<file path="src/rtl/avg_pkg.sv">
// Shared definitions for the averaging divider: FSM states and default widths.
package avg_pkg;

  localparam int DW_DEF = 16;
  localparam int NW_DEF = 8;

  typedef enum logic [1:0] {
    IDLE = 2'd0,
    CALC = 2'd1,
    DONE = 2'd2
  } state_t;

endpackage

</file>
<file path="src/rtl/div_step.sv">
// One restoring-division iteration; purely combinational.
module div_step #(
  parameter int DW = 16,
  parameter int NW = 8
) (
  input  logic [NW-1:0] rem_i,
  input  logic [DW-1:0] dvd_i,
  input  logic [NW-1:0] dvs_i,
  output logic [NW-1:0] rem_o,
  output logic [DW-2:0] dvd_o,
  output logic          qbit_o
);

  logic [NW:0] trial;
  logic [NW:0] dvs_ext;

  assign trial   = {rem_i, dvd_i[DW-1]};
  assign dvs_ext = {1'b0, dvs_i};
  assign qbit_o  = (trial >= dvs_ext);
  // A remainder that fails the compare is already below the divisor, so it fits in NW bits.
  assign rem_o   = qbit_o ? NW'(trial - dvs_ext) : trial[NW-1:0];
  assign dvd_o   = dvd_i[DW-2:0];

endmodule

</file>
<file path="src/rtl/avg_div.sv">
// Sequential unsigned sum/count divider, DW cycles per result (1 cycle for n == 0);
// start_i is ignored while busy_o is high, results hold in DONE until the next accepted start.
module avg_div
  import avg_pkg::*;
#(
  parameter int DW = DW_DEF,
  parameter int NW = NW_DEF
) (
  input  logic          clk_i,
  input  logic          rst_i,
  input  logic          start_i,
  input  logic [DW-1:0] sum_i,
  input  logic [NW-1:0] n_i,
  output logic          busy_o,
  output logic          done_o,
  output logic [DW-1:0] quot_o,
  output logic [NW-1:0] rem_o,
  output logic          div_zero_o
);

  localparam int CW = (DW > 1) ? $clog2(DW) : 1;
  localparam logic [CW-1:0] LAST = CW'(DW - 1);

  state_t        state_q;
  logic [DW-1:0] dvd_q;
  logic [NW-1:0] dvs_q;
  logic [NW-1:0] rem_q;
  logic [CW-1:0] cnt_q;
  logic [DW-1:0] quot_q;
  logic [NW-1:0] remo_q;
  logic          done_q;
  logic          zero_q;

  logic [NW-1:0] rem_d;
  logic [DW-2:0] dvd_sh;
  logic          qbit;
  logic [DW-1:0] dvd_d;

  div_step #(
    .DW(DW),
    .NW(NW)
  ) u_step (
    .rem_i (rem_q),
    .dvd_i (dvd_q),
    .dvs_i (dvs_q),
    .rem_o (rem_d),
    .dvd_o (dvd_sh),
    .qbit_o(qbit)
  );

  // Quotient bits fill the dividend register from the bottom as its bits are consumed.
  assign dvd_d = {dvd_sh, qbit};

  always_ff @(posedge clk_i) begin
    if (rst_i) begin
      state_q <= IDLE;
      dvd_q   <= '0;
      dvs_q   <= '0;
      rem_q   <= '0;
      cnt_q   <= '0;
      quot_q  <= '0;
      remo_q  <= '0;
      done_q  <= 1'b0;
      zero_q  <= 1'b0;
    end else begin
      case (state_q)
        IDLE, DONE: begin
          if (start_i) begin
            if (n_i == '0) begin
              state_q <= DONE;
              quot_q  <= '1;
              remo_q  <= '0;
              done_q  <= 1'b1;
              zero_q  <= 1'b1;
            end else begin
              state_q <= CALC;
              dvd_q   <= sum_i;
              dvs_q   <= n_i;
              rem_q   <= '0;
              cnt_q   <= '0;
              done_q  <= 1'b0;
              zero_q  <= 1'b0;
            end
          end
        end
        CALC: begin
          dvd_q <= dvd_d;
          rem_q <= rem_d;
          cnt_q <= cnt_q + 1'b1;
          if (cnt_q == LAST) begin
            state_q <= DONE;
            quot_q  <= dvd_d;
            remo_q  <= rem_d;
            done_q  <= 1'b1;
          end
        end
        default: state_q <= IDLE;
      endcase
    end
  end

  assign busy_o     = (state_q == CALC);
  assign done_o     = done_q;
  assign quot_o     = quot_q;
  assign rem_o      = remo_q;
  assign div_zero_o = zero_q;

endmodule

</file>
<file path="config.mk">
export PLATFORM = sky130hd
export DESIGN_NAME = avg_div
export DESIGN_NICKNAME = d
export VERILOG_FILES = /design/src/rtl/avg_pkg.sv /design/src/rtl/div_step.sv /design/src/rtl/avg_div.sv
export SDC_FILE = /design/constraint.sdc
export NUM_CORES = 1
export LEC_CHECK = 0
export CAP_MARGIN = 15
export CELL_PAD_IN_SITES_DETAIL_PLACEMENT = 0
export CELL_PAD_IN_SITES_GLOBAL_PLACEMENT = 2
export CORE_AREA = 5 5 107 109
export DETAILED_ROUTE_END_ITERATION = 6
export DIE_AREA = 0 0 112 114
export PLACE_DENSITY_LB_ADDON = 0.1
export SLEW_MARGIN = 20
export SYNTH_ARGS = -nofsm -noshare
export SYNTH_HDL_FRONTEND = slang
export SYNTH_SLANG_ARGS = --single-unit
</file>
<file path="constraint.sdc">
create_clock -name clk_i -period 2.25 [get_ports clk_i]
set_input_delay 0.45 -clock clk_i [delete_from_list [all_inputs] [get_ports clk_i]]
set_output_delay 0.45 -clock clk_i [all_outputs]
set_load 0.02 [all_outputs]
</file>
==> results of run 1 <==
-- metrics by stage --
| stage | std cells | hold WS [ps] | cell area (sq um) |
|---|---|---|---|
| after floorplan | 370 | 431 | 3140 |
| after global placement | 564 | 438 | 3930 |
| after detailed placement | 564 | 449 | 3930 |
| after CTS | 580 | 459 | 4130 |
| after global routing | 580 | 480 | 4140 |
| final | 580 | 457 | 4140 |
-- timing repair --
item,CTS,global route
endpoints found under the setup margin,0,9
setup buffers,0,0
gates resized for setup,0,5
-- kinds of logic (layout without fill, tap and decap cells) --
family,after synthesis,count (layout),share of synthesized area (%)
flip-flops,64,64,40.8
adder cells (fa/ha/maj),10,10,4.22
AO/OA/AOI/OAI,103,103,25.7
XOR/XNOR,2,2,0.558
buffers and inverters,34,104,5.62
multiplexers,1,1,0.319
AND/OR/NAND/NOR,156,156,22.8
-- state kept, by name, summed over array words and instances (netlist names) --
register,cells
cnt_q,4
div_zero_o,1
done_o,1
dvd_q,16
dvs_q,8
quot_o,16
rem_o,8
rem_q,8
state_q,2
-- layout by cell type, fill, tap and decap left out, types with 8 or more instances in the layout --
cell	n
buf_4	21
dfxtp_1	64
clkbuf_8	10
a211oi_1	9
inv_1	11
ha_1	8
clkdlybuf4s50_1	52
a211oi_2	11
nor2_1	48
nand2_1	62
a311oi_1	17
nand4_1	9
a21oi_1	19
o21ai_0	9
-- worst max-delay path, stage by stage (launching register included) --
cell and delay (ps):
dfxtp_1 340, inv_1 80, ha_1 230, fa_1 420, nor2b_2 170, o21ai_0 120, a211oi_1 300, o21ai_0 180
a31oi_1 180
-- layout make-up --
type,instances,area (sq um),area share (%)
repair buffers,77,743,17.9
clock inverters,6,67.6,1.63
multi-input cells,272,1700,41.0
flip-flops and latches,64,1280,30.9
inverters,11,41.3,0.997
well taps,140,175,4.23
clock buffers,10,138,3.32
-- worst max path at each step --
| stage | end | slack, ps | cells after the start |
|---|---|---|---|
| 2_1_floorplan | rem_q[1] | 360 | 9 |
| 3_3_place_gp | rem_o[6] | 30 | 7 |
| 3_5_place_dp | quot_o[0] | 20 | 8 |
| 4_1_cts | rem_o[6] | 40 | 7 |
| 5_1_grt | rem_q[1] | 10 | 7 |
| 6_report | rem_o[4] | 150 | 8 |
-- power by group through the flow --
stage          Sequential (W)  Clock (W)  Combinational [W]
6_report              0.00131    0.00101            0.00133
5_1_grt               0.00133    0.00110            0.00148
4_1_cts               0.00131    0.00106            0.00131
3_5_place_dp          0.00134          0            0.00131
3_3_place_gp          0.00134          0            0.00130
2_1_floorplan         0.00136          0           0.000842
-- metal layers --
metal,share of wire (%),up-vias,GRT usage (%)
met2,50,52,25.7
met3,3.9,9,4.24
met5,0,-,0
li1,-,1478,-
met4,1.5,0,3.61
met1,45,1308,16.9
==> flow_metrics.tcl, run 1 <==
set metrics [dict create \
    cts_sinks 64 \
    swShare_pct 36.5 \
    yosysWarnings 0 \
    period_needed_ps 2100 \
    grt_usage_pct 14.4 \
    setup_violations 0 \
    dieArea_sq_mm 0.0128 \
    grt_max_degree 26 \
    synth_cell_type_count 59 \
    hold_start "done_o" \
    finClkSkew_ps 10.2 \
    critPathMaxFanout 3 \
    antenna_left 0 \
    r2r_cells 8 \
    synthesis.area_sq_mm 0.00314 \
    timing.rr.start "dvd_q[15]" \
    start_util_pct 29.9 \
    drt_wl_total_mm 8.85 \
    synth_commonest_cells "dfxtp_1, nand2_1, nor2_1, a21oi_1, a311oi_1" \
    cts_buffers 9 \
    period_share_pct 93.5 \
    hold-path-endpoint "done_o" \
    grt_setup_unrepaired "no" \
    rr_endpoint "rem_o[4]" \
    core_area_sq_mm 0.0105 \
    worst_slew_pin_slew_ps 609 \
    dp_slack_ps 24.2 \
    ir_drop_uv 325 \
    power_density_mw_per_mm2 883 \
    synth_most_common_cell "dfxtp_1" \
    switchingPower_w 0.00133 \
    htree_levels 3 \
    rrSetupSlack_ps 150 \
    hpwlAfterDp_mm 6.70 \
    whs_path_depth 2 \
    drc 0 \
    worstPathRequired_ps 2510 \
    cts.path.max_buffers 2 \
    via_per_inst 4.91 \
    start_kind "flip-flop" \
    hold_path.class "flip-flop to flip-flop" \
    clock.fmax_mhz 475 \
    synth_fp_nets 407 \
    antennaDiodeCount 0 \
    setup_ws_ps 146 \
    io_pins 54 \
    portBuffers 53 \
    synth_seq_cells 64 \
    setup.worst_path.start "dvd_q[15]" \
    path_clk_slew_ps 80 \
    yosysTopAreaCell "dfxtp_1" \
    fill_cells 1110 \
    pwr-share-seq_pct 35.9 \
    yosysSeqAreaShare_pct 40.8 \
    synthCells 370 \
    power.share.clock_pct 27.7 \
    gp_congestion 0.814 \
    drive_gt1_share_pct 15.7 \
    synth_top_area_share_pct 40.8 \
    antenna_found_initial 0 \
    p_total_w 0.00366 \
    async_reset_ff_share_pct 0 \
    fin_nets 472 \
    die_w_microns 112 \
    num_vias 2847 \
    area_growth_pct 31.9 \
    fin_tns_setup_ps 0 \
    die_y_microns 114 \
    wire_per_inst_microns 15.3 \
    grt_pass1_wl_mm 14.7 \
    cap_viol_max_count 0 \
    worst-setup-path-type "flip-flop to flip-flop" \
    rows 38 \
    syn_area_per_cell_sq_um 8.49 \
    holdBufCountCts 0 \
    grt_pass1_vias 2969 \
    synth-edff-count 0 \
    p_comb_share_pct 36.4 \
    dr.first_iter.drc_count 95 \
    globalRouteOverflowTotal 0 \
    p_leak_nw 1.51 \
    cts_root_buf "clkbuf_8" \
    worstSetupEndpointType "flip-flop" \
    synth_area_leaders "dfxtp_1, nand2_1, nor2_1, a311oi_1, a211oi_2" \
    hold_violations 0 \
    status "finished, final reports clean" \
    slew_violations 0 \
    relSlewSlack_pct 59.2 \
    detail_route.first_pass.iterations 4 \
    synth_top_flop_cell "dfxtp_1" \
    arrival_ps 2370 \
    fin_util_pct 39.4 \
    tritoncts "built" \
    intPower_w 0.00232 \
    insertion_delay_ps 340 \
]
No activity file was read; power rests on OpenSTA's default activity.
==> inputs of run 2 (changes only) <==
Settings changed: CORE_AREA 5 5 107 109 to 5 5 106 108, CTS_BUF_LIST from default to sky130_fd_sc_hd__clkbuf_4, DIE_AREA 0 0 112 114 to 0 0 111 113.
==> flow_metrics.tcl, run 2 (synthesis gave the netlist of run 1 again) <==
set metrics [dict create \
    status "finished, final reports clean" \
    cts_setup_buffers 0 \
    worstPathRequired_ps 2580 \
    cts_sinks 64 \
    grt_max_degree 37 \
    grt_pass1_vias 2819 \
    gp_congestion 0.782 \
    cts_buffers 9 \
    htree_levels 3 \
    path_cells "inv_1, ha_1, nor2b_2, o31a_1, o311ai_0, o21ai_1, o211ai_1" \
    cts_root_buf "clkbuf_4" \
    die_w_microns 111 \
    hold_start "dvs_q[7]" \
    arrival_ps 2420 \
    final_common_cell "dfxtp_1" \
    fill_cells 1064 \
    start_util_pct 31.0 \
    setup_ws_ps 159 \
    hold_path.class "flip-flop to flip-flop" \
    relSlewSlack_pct 61.1 \
    clock.fmax_mhz 478 \
    portBuffers 53 \
    worst_hold_slack_ps 463 \
    period_share_pct 92.9 \
    slew_violations 0 \
    drt_wl_total_mm 8.64 \
    rrSetupSlack_ps 160 \
    path_clk_slew_ps 110 \
    critPathMaxStageDelay_ps 420 \
    timing.rr.start "dvs_q[2]" \
    cts.path.max_buffers 2 \
    setup_violations 0 \
    power_density_mw_per_mm2 849 \
    num_vias 2887 \
    ir_drop_uv 252 \
    grt_setup_unrepaired "yes" \
    hpwlAfterDp_mm 6.44 \
    grt_pass1_wl_mm 14.6 \
    via_per_inst 4.99 \
    detail_route.first_pass.iterations 5 \
    antenna_left 0 \
    drive_gt1_share_pct 16.0 \
    dp_slack_ps -41.6 \
    dr.first_iter.drc_count 110 \
    start_kind "flip-flop" \
    crit_buf_inv 1 \
    insertion_delay_ps 410 \
    slowest_stage "o311ai_0" \
    fin_util_pct 40.6 \
    rows 37 \
    tritoncts "built" \
    drc 0 \
    p_leak_nw 1.52 \
    dieArea_sq_mm 0.0125 \
    cap_viol_max_count 0 \
    die_y_microns 113 \
    core_area_sq_mm 0.0101 \
    grt_usage_pct 14.3 \
    worst_slew_pin_slew_ps 581 \
    worst-setup-path-type "flip-flop to flip-flop" \
    period_needed_ps 2090 \
    wire_per_inst_microns 14.9 \
    antenna_found_initial 0 \
    hold_violations 0 \
    globalRouteOverflowTotal 0 \
    critPathMaxFanout 3 \
    crit_family "compound AO/OA/AOI/OAI gates" \
    area_growth_pct 31.2 \
    fin_nets 475 \
    setup.worst_path.start "dvs_q[2]" \
    finClkSkew_ps 13.2 \
    antennaDiodeCount 0 \
    io_pins 54 \
    mostFrequentLayoutCells "dfxtp_1, nand2_1, clkdlybuf4s50_1, nor2_1, buf_4" \
    worstSetupEndpointType "flip-flop" \
]
==> run 2: cell count changes in the layout (fill, tap and decap cells not counted), sizes merged <==
cell	previous run	this run
inv	12	11
dlymetal6s2s	0	1
clkdlybuf4s50	52	51
clkinvlp	2	1
buf	25	28
clkbuf	10	9
clkinv	2	5
==> run 2: routing by layer <==
| layer | global-route usage [%] | vias up | part of all wire, % |
|---|---|---|---|
| li1 | - | 1477 | - |
| met1 | 21.0 | 1351 | 52 |
| met2 | 20.8 | 52 | 44 |
| met3 | 2.99 | 7 | 3.4 |
| met4 | 4.68 | 0 | 1.1 |
| met5 | 0 | - | 0 |
==> run 2: final cells by class <==
cell class	count	area, sq um	area share [%]
Timing Repair Buffer	80	781	18.9
Clock inverter	7	72.6	1.76
Multi-Input combinational cell	272	1710	41.4
Sequential cell	64	1280	31.1
Clock buffer	9	67.6	1.64
Inverter	11	41.3	1.00
Tap cell	136	170	4.13
==> run 2: where the power goes <==
group / total (W) / leakage, nW / switching [W] / internal [W]
sequential: 0.00131 / 0.524 / 0.0000718 / 0.00124
combinational: 0.00139 / 0.922 / 0.000808 / 0.000578
clock: 0.000801 / 0.0735 / 0.000463 / 0.000338
==> run 2: timing repair <==
action | 4_1_cts | 5_1_grt
resized for setup | 1 | 5
cloned | 0 | 0
hold buffers | 0 | 0
endpoints found under the setup margin | 1 | 10
==> run 2: worst reg2reg max path: stages, from the launching register on <==
cell and delay, ps:
dfxtp_1 360, inv_1 60, ha_1 330, nor2b_2 180
o31a_1 290, o311ai_0 420, o21ai_1 180, o211ai_1 210
==> run 2: path summary, 6_finish.rpt <==
check / depth (start not counted) / to
max: 7 / rem_o[6]
min: 2 / dvs_q[7]
max reg2reg: 7 / rem_o[6]
min reg2reg: 2 / dvs_q[7]
==> run 2: stage by stage <==
step | cells | instance area, sq um | TNS [ps] | total power, W
global route | 579 | 4120 | -12.4 | 0.00374
floorplan | 370 | 3140 | 0 | 0.00220
CTS | 579 | 4100 | 0 | 0.00349
detailed placement | 563 | 3960 | -251 | 0.00267
global placement | 563 | 3960 | -60.0 | 0.00269
finish | 579 | 4120 | 0 | 0.00350
==> inputs of run 3 (changes only) <==
Settings changed: GPL_ROUTABILITY_DRIVEN from default to 0.
==> results of run 3 <==
The final DEF is identical to that of run 2; final timing and power are the same.
==> variant (config.mk and constraints of run 1) <==
The 3 states of `state_t` get a one-hot encoding in 3 bits.
--- a/src/rtl/avg_pkg.sv
+++ b/src/rtl/avg_pkg.sv
@@ -5,8 +5,8 @@
   localparam int NW_DEF = 8;
 
-  typedef enum logic [1:0] {
-    IDLE = 2'd0,
-    CALC = 2'd1,
-    DONE = 2'd2
+  typedef enum logic [2:0] {
+    IDLE = 3'b001,
+    CALC = 3'b010,
+    DONE = 3'b100
   } state_t;
 
Check against the original RTL: same outputs for any inputs over 10 cycles, from zero or initial values and one cycle with rst_i high; not proved beyond that.
==> variant against run 1 <==
- synthesized area decreased by 5.3%
- cell area fell by 0.12%
- worst setup slack got worse by 0.020 ns
- routed wire length is 2.7% lower
- non-clock buffer count rose by 10
- sequential cell count rose by 1
- critical path type unchanged
- largest cell class unchanged
Power is not compared: it rests on default switching activity, and its combinational part moved more than twofold at a synthesized area within 25%.
==> variant: results (changes against run 1) <==
[metrics] routed length per instance: 15.5 µm (+1.9%)
[metrics] post-synth cell types: 53 (-10%)
[metrics] detailed placer's ending HPWL: 6230 µm (-6.9%)
[metrics] post-placement worst setup slack: -0.162 ns (-0.187 ns)
[metrics] setup slack, reg-to-reg: 0.13 ns (-0.02 ns)
[metrics] outcome: finished, final reports clean
[metrics] area of placed instances: 3860 µm² (-1.8%)
[metrics] Reg2Reg Depth: 7 (-1)
[metrics] nets in the synthesized netlist: 369 (-9.3%)
[metrics] routability congestion estimate from global placement: 0.788 (-3.2%)
[metrics] violation count after the first detailed-route iteration: 109 (+15%)
[metrics] layout cell share with drive strength beyond 1: 20.5% (+4.8 points)
[metrics] number of global-route vias before repair: 2,556 (-14%)
[metrics] arrival time worst endpoint: 2.35 ns (-0.02 ns)
[metrics] reg-to-reg critical path startpoint: rem_q[3]
[metrics] cell total after placement: 538 (-4.6%)
[metrics] Seq/Total Area, Yosys: 43.8% (+3.0 points)
[metrics] global-route wire length before repair: 13,600 µm (-7.5%)
[metrics] skew final: 0.0129 ns (+0.00268 ns)
[metrics] utilization after layout: 39.4% (-0.048 points)
[metrics] drt first pass iters: 6 (+2)
[metrics] synthesized instance count: 332 (-10%)
[metrics] crit path max fanout: 5 (+2)
[metrics] Slew Limit Headroom: 67.2% (+8.0 points)
[metrics] commonest cells in the synthesized netlist: sky130_fd_sc_hd__dfxtp_1 (65), sky130_fd_sc_hd__nand2_1 (60), sky130_fd_sc_hd__nor2_1 (28)
[metrics] filler instances: 1,065 (-4.1%)
[metrics] worst-case hold slack: 0.455 ns (-0.00219 ns)
variant: cell families after synthesis:
group	count (synthesis)	share of synthesized area, %
AOI/OAI and AO/OA	83	23.0
xor gates and xnor gates	6	1.77
adders and majority gates	10	4.46
buffers and inverters	34	4.96
DFF	65	43.8
muxes	8	2.78
and+or+nand+nor	126	19.3
variant: routing by layer:
layer	vias up	wire, µm	GRT usage (%)
li1	1356	-	-
met5	-	0	0
met3	7	300	2.86
met2	52	3630	20.1
met4	0	100	4.81
met1	1234	4590	19.8
variant: critical path, cell delays in order, from the launching register on:
cell,delay (ns)
sky130_fd_sc_hd__dfxtp_1,0.37
sky130_fd_sc_hd__ha_1,0.37
sky130_fd_sc_hd__and3_1,0.19
sky130_fd_sc_hd__nand3_1,0.10
sky130_fd_sc_hd__a31o_2,0.30
sky130_fd_sc_hd__and2_2,0.25
sky130_fd_sc_hd__a31o_1,0.25
sky130_fd_sc_hd__a22o_1,0.19
variant: power by group:
part	switching (mW)	leakage (nW)	internal (mW)	total [mW]
combinational	0.254	0.962	0.235	0.489
clock	0.462	0.115	0.726	1.19
sequential	0.0323	0.528	1.19	1.22
variant: final cells by class:
class	count	share of cell area [%]
clock buffer	9	2.99
clock inverter	6	2.60
inverter	14	1.27
multi-input combinational	233	37.9
sequential	65	31.5
tap	140	4.23
timing repair buffer	87	19.6
variant: worst min path at each step:
stage / endpoint / cells after the start / from
detailed placement: dvs_q[6] / 2 / dvs_q[6]
global placement: dvs_q[6] / 2 / dvs_q[6]
CTS: dvs_q[6] / 2 / dvs_q[6]
floorplan: dvs_q[3] / 2 / dvs_q[3]
finish: dvs_q[6] / 2 / dvs_q[6]
global route: dvs_q[6] / 2 / dvs_q[6]
